`config.mk`:
```
export PLATFORM = sky130hd
export DESIGN_NAME = tx_resp_arbiter_flat
export DESIGN_NICKNAME = d
export VERILOG_FILES = /design/src/rtl/tx_resp_arbiter_if.sv /design/src/rtl/tx_resp_arbiter.sv /design/src/flat_wrapper.sv
export SDC_FILE = /design/constraint.sdc
export NUM_CORES = 1
export LEC_CHECK = 0
export ABC_AREA = 0
export CAP_MARGIN = 20
export CELL_PAD_IN_SITES_DETAIL_PLACEMENT = 1
export CELL_PAD_IN_SITES_GLOBAL_PLACEMENT = 2
export CORE_MARGIN = 2
export CORE_UTILIZATION = 35
export CTS_CLUSTER_SIZE = 40
export DETAILED_ROUTE_END_ITERATION = 10
export PLACE_DENSITY_LB_ADDON = 0.1
export SETUP_SLACK_MARGIN = 0.4
export SYNTH_ARGS = -nofsm -noshare
export SYNTH_HDL_FRONTEND = slang
export SYNTH_SLANG_ARGS = --single-unit
```
`constraint.sdc`:
```
create_clock -name CLK -period 4.7 [get_ports CLK]
set_clock_uncertainty 0.2 [all_clocks]
set_input_delay 1.41 -clock CLK [delete_from_list [all_inputs] [get_ports CLK]]
set_output_delay 1.41 -clock CLK [all_outputs]
set_load 0.005 [all_outputs]
```
`src/rtl/tx_resp_arbiter_if.sv`:
```
// Source and FIFO-write signals shared by tx_resp_arbiter and its environment.
// Handshake: each *_VALID/ERR_VLD is a one-cycle pulse qualifying its data; a byte is written when TX_D_VLD is high, which never happens while FIFO_FULL is high.
interface tx_resp_arbiter_if #(
    parameter int DATA_WIDTH = 8,
    parameter int OUT_WIDTH  = 16
);
    logic [OUT_WIDTH-1:0]  ALU_OUT;
    logic                  ALU_OUT_VALID;
    logic [DATA_WIDTH-1:0] RF_RdData;
    logic                  RdData_VALID;
    logic [DATA_WIDTH-1:0] ERR_CODE;
    logic                  ERR_VLD;
    logic                  FIFO_FULL;
    logic [DATA_WIDTH-1:0] TX_P_Data;
    logic                  TX_D_VLD;

    modport master (
        input  ALU_OUT, ALU_OUT_VALID, RF_RdData, RdData_VALID,
        input  ERR_CODE, ERR_VLD, FIFO_FULL,
        output TX_P_Data, TX_D_VLD
    );

    modport slave (
        output ALU_OUT, ALU_OUT_VALID, RF_RdData, RdData_VALID,
        output ERR_CODE, ERR_VLD, FIFO_FULL,
        input  TX_P_Data, TX_D_VLD
    );
endinterface

```
`src/rtl/tx_resp_arbiter.sv`:
```
// Round-robin arbiter sharing one FIFO write port among ALU (two-byte), RF and error responses.
// Each source owns a one-entry holding buffer; the ALU byte pair is always written back to back.
module tx_resp_arbiter #(
    parameter int DATA_WIDTH = 8,
    parameter int OUT_WIDTH  = 16
) (
    input  logic                CLK,
    input  logic                RST,
    tx_resp_arbiter_if.master   bus,
    output logic                BUSY,
    output logic [2:0]          PEND,
    output logic [2:0]          OVF,
    output logic [1:0]          state_dbg
);

    typedef enum logic [1:0] {IDLE = 2'd0, SEND_B0 = 2'd1, SEND_B1 = 2'd2} state_t;

    localparam logic [1:0] SRC_ALU = 2'd0;
    localparam logic [1:0] SRC_RF  = 2'd1;
    localparam logic [1:0] SRC_ERR = 2'd2;

    state_t                state, state_nxt;
    logic [1:0]            grant, grant_nxt;
    logic [1:0]            last_ptr, last_ptr_nxt;
    logic [1:0]            pick_src;
    logic [DATA_WIDTH-1:0] tx_data, tx_data_nxt;
    logic [OUT_WIDTH-1:0]  alu_hold;
    logic [DATA_WIDTH-1:0] rf_hold, err_hold;
    logic [2:0]            pend, ovf;
    logic [2:0]            done;
    logic                  wr;

    // First pending source strictly after the last grant, in ALU -> RF -> ERR order.
    function automatic logic [1:0] pick(input logic [2:0] p, input logic [1:0] ptr);
        logic [1:0] r;
        r = SRC_ALU;
        case (ptr)
            SRC_ERR: r = p[0] ? SRC_ALU : (p[1] ? SRC_RF  : SRC_ERR);
            SRC_ALU: r = p[1] ? SRC_RF  : (p[2] ? SRC_ERR : SRC_ALU);
            default: r = p[2] ? SRC_ERR : (p[0] ? SRC_ALU : SRC_RF);
        endcase
        return r;
    endfunction

    assign pick_src = pick(pend, last_ptr);

    always_ff @(posedge CLK or negedge RST) begin
        if (!RST) begin
            state    <= IDLE;
            grant    <= SRC_ALU;
            last_ptr <= SRC_ERR;
            tx_data  <= '0;
        end else begin
            state    <= state_nxt;
            grant    <= grant_nxt;
            last_ptr <= last_ptr_nxt;
            tx_data  <= tx_data_nxt;
        end
    end

    always_comb begin
        state_nxt    = state;
        grant_nxt    = grant;
        last_ptr_nxt = last_ptr;
        tx_data_nxt  = tx_data;
        wr           = 1'b0;
        done         = 3'b000;
        case (state)
            IDLE: begin
                if (|pend) begin
                    grant_nxt    = pick_src;
                    last_ptr_nxt = pick_src;
                    state_nxt    = SEND_B0;
                    case (pick_src)
                        SRC_ALU: tx_data_nxt = alu_hold[DATA_WIDTH-1:0];
                        SRC_RF:  tx_data_nxt = rf_hold;
                        default: tx_data_nxt = err_hold;
                    endcase
                end
            end
            SEND_B0: begin
                wr = ~bus.FIFO_FULL;
                if (wr) begin
                    if (grant == SRC_ALU) begin
                        tx_data_nxt = alu_hold[OUT_WIDTH-1:DATA_WIDTH];
                        state_nxt   = SEND_B1;
                    end else begin
                        done[grant] = 1'b1;
                        state_nxt   = IDLE;
                    end
                end
            end
            SEND_B1: begin
                wr = ~bus.FIFO_FULL;
                if (wr) begin
                    done[SRC_ALU] = 1'b1;
                    state_nxt     = IDLE;
                end
            end
            default: state_nxt = IDLE;
        endcase
    end

    // A pulse arriving in its own completion cycle refills the buffer instead of being dropped.
    always_ff @(posedge CLK or negedge RST) begin
        if (!RST) begin
            pend     <= 3'b000;
            ovf      <= 3'b000;
            alu_hold <= '0;
            rf_hold  <= '0;
            err_hold <= '0;
        end else begin
            if (bus.ALU_OUT_VALID) begin
                if (!pend[0] || done[0]) begin
                    alu_hold <= bus.ALU_OUT;
                    pend[0]  <= 1'b1;
                end else begin
                    ovf[0]   <= 1'b1;
                end
            end else if (done[0]) begin
                pend[0] <= 1'b0;
            end

            if (bus.RdData_VALID) begin
                if (!pend[1] || done[1]) begin
                    rf_hold <= bus.RF_RdData;
                    pend[1] <= 1'b1;
                end else begin
                    ovf[1]  <= 1'b1;
                end
            end else if (done[1]) begin
                pend[1] <= 1'b0;
            end

            if (bus.ERR_VLD) begin
                if (!pend[2] || done[2]) begin
                    err_hold <= bus.ERR_CODE;
                    pend[2]  <= 1'b1;
                end else begin
                    ovf[2]   <= 1'b1;
                end
            end else if (done[2]) begin
                pend[2] <= 1'b0;
            end
        end
    end

    assign bus.TX_D_VLD  = wr;
    assign bus.TX_P_Data = tx_data;
    assign BUSY          = (state != IDLE);
    assign PEND          = pend;
    assign OVF           = ovf;
    assign state_dbg     = state;

endmodule

```
`src/flat_wrapper.sv`:
```
// flat-port wrapper written by rule: the top's interface ports become plain ports
module tx_resp_arbiter_flat 
#(
    parameter int DATA_WIDTH = 8,
    parameter int OUT_WIDTH  = 16
)
  (CLK, RST, BUSY, PEND, OVF, state_dbg, bus_ALU_OUT, bus_ALU_OUT_VALID, bus_RF_RdData, bus_RdData_VALID, bus_ERR_CODE, bus_ERR_VLD, bus_FIFO_FULL, bus_TX_P_Data, bus_TX_D_VLD);
  tx_resp_arbiter_if #(.DATA_WIDTH(DATA_WIDTH), .OUT_WIDTH(OUT_WIDTH)) bus_i ();
  input  logic CLK;
  input  logic RST;
  output logic BUSY;
  output logic [2:0] PEND;
  output logic [2:0] OVF;
  output logic [1:0] state_dbg;
  input wire logic [$bits(bus_i.ALU_OUT)-1:0] bus_ALU_OUT;
  input wire logic [$bits(bus_i.ALU_OUT_VALID)-1:0] bus_ALU_OUT_VALID;
  input wire logic [$bits(bus_i.RF_RdData)-1:0] bus_RF_RdData;
  input wire logic [$bits(bus_i.RdData_VALID)-1:0] bus_RdData_VALID;
  input wire logic [$bits(bus_i.ERR_CODE)-1:0] bus_ERR_CODE;
  input wire logic [$bits(bus_i.ERR_VLD)-1:0] bus_ERR_VLD;
  input wire logic [$bits(bus_i.FIFO_FULL)-1:0] bus_FIFO_FULL;
  output wire logic [$bits(bus_i.TX_P_Data)-1:0] bus_TX_P_Data;
  output wire logic [$bits(bus_i.TX_D_VLD)-1:0] bus_TX_D_VLD;
  assign bus_i.ALU_OUT = bus_ALU_OUT;
  assign bus_i.ALU_OUT_VALID = bus_ALU_OUT_VALID;
  assign bus_i.RF_RdData = bus_RF_RdData;
  assign bus_i.RdData_VALID = bus_RdData_VALID;
  assign bus_i.ERR_CODE = bus_ERR_CODE;
  assign bus_i.ERR_VLD = bus_ERR_VLD;
  assign bus_i.FIFO_FULL = bus_FIFO_FULL;
  assign bus_TX_P_Data = bus_i.TX_P_Data;
  assign bus_TX_D_VLD = bus_i.TX_D_VLD;
  tx_resp_arbiter #(.DATA_WIDTH(DATA_WIDTH), .OUT_WIDTH(OUT_WIDTH)) u_core (.CLK(CLK), .RST(RST), .bus(bus_i), .BUSY(BUSY), .PEND(PEND), .OVF(OVF), .state_dbg(state_dbg));
endmodule
```
==> metrics.md <==
| Metric | Value |
|---|---|
| RSZ-0062 raised after global routing | no |
| Initial antenna violation count | 0 |
| Ports | 56 |
| Layout area overhead | 25.81% |
| Routed WL per cell | 15.68 µm |
| CTS buffer count | 5 |
| Core area | between 7000 and 8000 µm² |
| Max VDD drop | between 0.00015 and 0.0002 V |
| Post-synthesis cell area | 2550 µm² |
| Met1 Routed Length | about 3000 µm |
| Run status | complete, no violations |
| Worst-Margin Slew | 788.8 ps |
| Syn avg cell area | 11.59 µm² |
| Number of setup buffers added after CTS | 0 |
| Max stage delay on crit path | 510 ps |
| DRC viols | 0 |
| Cell Chain, Critical Path | clkdlybuf4s50_1, nor2b_1, clkdlybuf4s50_1 |
| Yosys warnings | 0 |
| Worst path bufs/invs | 2 |
| # diodes | 0 |
| Initial Util | 35.73% |
| Worst skew pair latency | 310 ps |
| Grt total ovfl | 0 |
| CTS tree | built |
| Seq/Total Area, Yosys | 50.10% |
| Nets | 311 |
| Max_cap viols | 0 |
| Metal2 WL | 2556 µm |
| Max Used Layer | met4 |
| EDFF count, synth | 0 |
| Crit end category | output pin |
| Critical path required time | 3090 ps |
| Die ar. | 7984 µm² |
| DR vias | approximately 1800 |
| Critical path arrival | 2550 ps |
| Routed WL | 5801 µm |
| Final-report setup violation count | 0 |
| Ys flop type | dfrtp_1 |
| CP top delay family | buffers and inverters |
| Layout cells sized above 1 | 23.25% |
| DPL Wire Length | 4380 µm |
| Synth area leader | dfrtp_1 |
| Overall Global Routing Usage | 15.68% |
| Relative slew margins | 47.41% |
| Share of flip-flops with an asynchronous set or reset | 100.0% |
| Die X | between 80 and 90 µm |
| Largest net degree at the start of global routing | 36 |
| TNS Setup | 0 ps |
| 1st-iter DRT viols | 53 |
| Worst setup SP type | input pin |
| Main area contributors after synthesis | dfrtp_1, mux2_2, a221oi_2, nand2_1, inv_1 |
| Worst min path class | flip-flop to flip-flop |
| Number of H-tree levels | 2 |
| Clk root buf | clkbuf_8 |
| Mapped Cells | 220 |
| PortBufs | 55 |
| Pleak | roughly 1.3 nW |
| Vias in the first global route | ~1900 |
| CTS Hold Bufs | 0 |
| CTS resizes | 0 |
| Drt pass-1 iters | 4 |
| Die height | 89.36 µm |
| Longest Clk Path Bufs | 2 |
| GP Congestion | 0.7091 |
| Clock slew at reported path FFs | 90 ps |
| Fin. max-slew vios | 0 |
| CTS sink count | 51 |
| Seq cells post-synth | ~50 |
| First-pass GRT wire length | approximately 9500 µm |
| Slowest cell on crit path | clkdlybuf4s50_1 |
| Avg Vias per Cell | roughly 4.9 |
| Maximum clock frequency | between 200 and 250 MHz |
| Most frequent CP cell | clkdlybuf4s50_1 |
| Tcrit/Tclk final | 88.56% |
| Number of cell rows | 31 |
| CP Class | input pin to output pin |
| CP Max Fanout | 6 |
| Pwr dens | slightly below 600 nW/µm² |
| Synth cell types | 39 |
| Share of the synthesized area in the top cell type | between 40 and 50% |
| Tmin final | 4163 ps |
| Routed Antenna Nets | 0 |
| Syn nets | 261 |
| Final-report hold violation count | 0 |
| Detailed-routed wire length on met3 | 221 µm |
| Worst-case hold slack | 269.7 ps |
==> area by class of cell <==
cell class	instances	area [µm²]
inverters	21	78.83
fillers	809	3929
repair buffers	56	553.0
clock inverters	3	23.77
multi-input cells	135	1082
flip-flops and latches	51	1277
clock buffers	5	68.82
well taps	99	123.9
==> sequential cells by signal (all words and copies together) (netlist names) <==
signal                flops
u_core.alu_hold          16
u_core.bus.TX_P_Data      8
u_core.err_hold           8
u_core.rf_hold            8
u_core.OVF                3
u_core.PEND               3
u_core.last_ptr           2
u_core.state_dbg          2
u_core.grant              1
==> cells by family (layout without fill, tap and decap cells) <==
family                     count (synthesis)  after routing  share of synthesized area, %
and+or+nand+nor                           49             49                         9.961
DFF                                       51             51                         50.10
AOI/OAI and AO/OA                         50             50                         16.44
adders and majority gates                  3              3                         1.472
buffers and inverters                     34             85                         7.458
muxes                                     33             33                         14.57
==> cells in the mapped netlist (2+ instances only) <==
master    number
dfrtp_1       50
clkbuf_1       4
o21ai_0        3
buf_6          4
or3_2          2
nand3_1        8
o22ai_1        8
a31oi_1        2
a221oi_2       8
clkbuf_8       3
inv_1         21
o211ai_1       8
nand2_1       25
nor2b_1        2
a31o_2         2
ha_1           3
nor2_1         2
nand2b_1       2
mux2_2        33
a211oi_1       8
a21oi_1        4
==> per-layer routing <==
metal,global-route usage [%],up-vias
met1,22.77,872
met5,0,-
met3,2.585,6
li1,-,887
met4,5.020,0
met2,23.91,44
==> power by group <==
group,leakage [nW],internal (mW),switching (mW)
clock network,0.0408,0.107,0.158
logic,0.685,0.445,0.416
registers,0.603,0.636,0.147
==> stage by stage <==
step           setup WS [ps]  util, %  instances  power (mW)  area [µm²]
6_report               537.5    44.95        370       1.909        3208
5_1_grt                473.4    44.95        370       2.071        3208
4_1_cts                535.7    44.95        370       1.940        3208
3_5_place_dp           535.1    43.65        362       1.666        3115
3_3_place_gp           570.1    43.65        362       1.649        3115
2_1_floorplan           1565        -        220       1.405        2550
==> final timing paths <==
kind,startpoint,endpoint,slack (ps),cells after the start
worst max-delay path,bus_FIFO_FULL,bus_TX_D_VLD,540,3
worst min-delay path,u_core.OVF[0]$_DFFE_PN0P_,u_core.OVF[0]$_DFFE_PN0P_,270,1
worst max register to register,u_core.state_dbg[1]$_DFFE_PN0P_,u_core.rf_hold[6]$_DFFE_PN0P_,2080,6
worst min register to register,u_core.OVF[0]$_DFFE_PN0P_,u_core.OVF[0]$_DFFE_PN0P_,270,1
max in group asynchronous,RST,u_core.state_dbg[1]$_DFFE_PN0P_,2590,2
min in group asynchronous,RST,u_core.alu_hold[8]$_DFFE_PN0P_,970,1
==> cells in the final DEF, fill, tap and decap left out, types with 2 or more instances in the layout <==
cell type,instances
clkbuf_8,5
nand2b_1,2
mux2_2,33
ha_1,3
o21ai_0,3
clkdlybuf4s50_1,54
o22ai_1,8
a31oi_1,2
a31o_2,2
dfrtp_1,50
a211oi_1,8
inv_1,21
nor2_1,2
nand3_1,8
clkinvlp_4,2
a21oi_1,4
or3_2,2
nor2b_1,2
a221oi_2,8
o211ai_1,8
nand2_1,25
(Power assumes the default switching activity.)
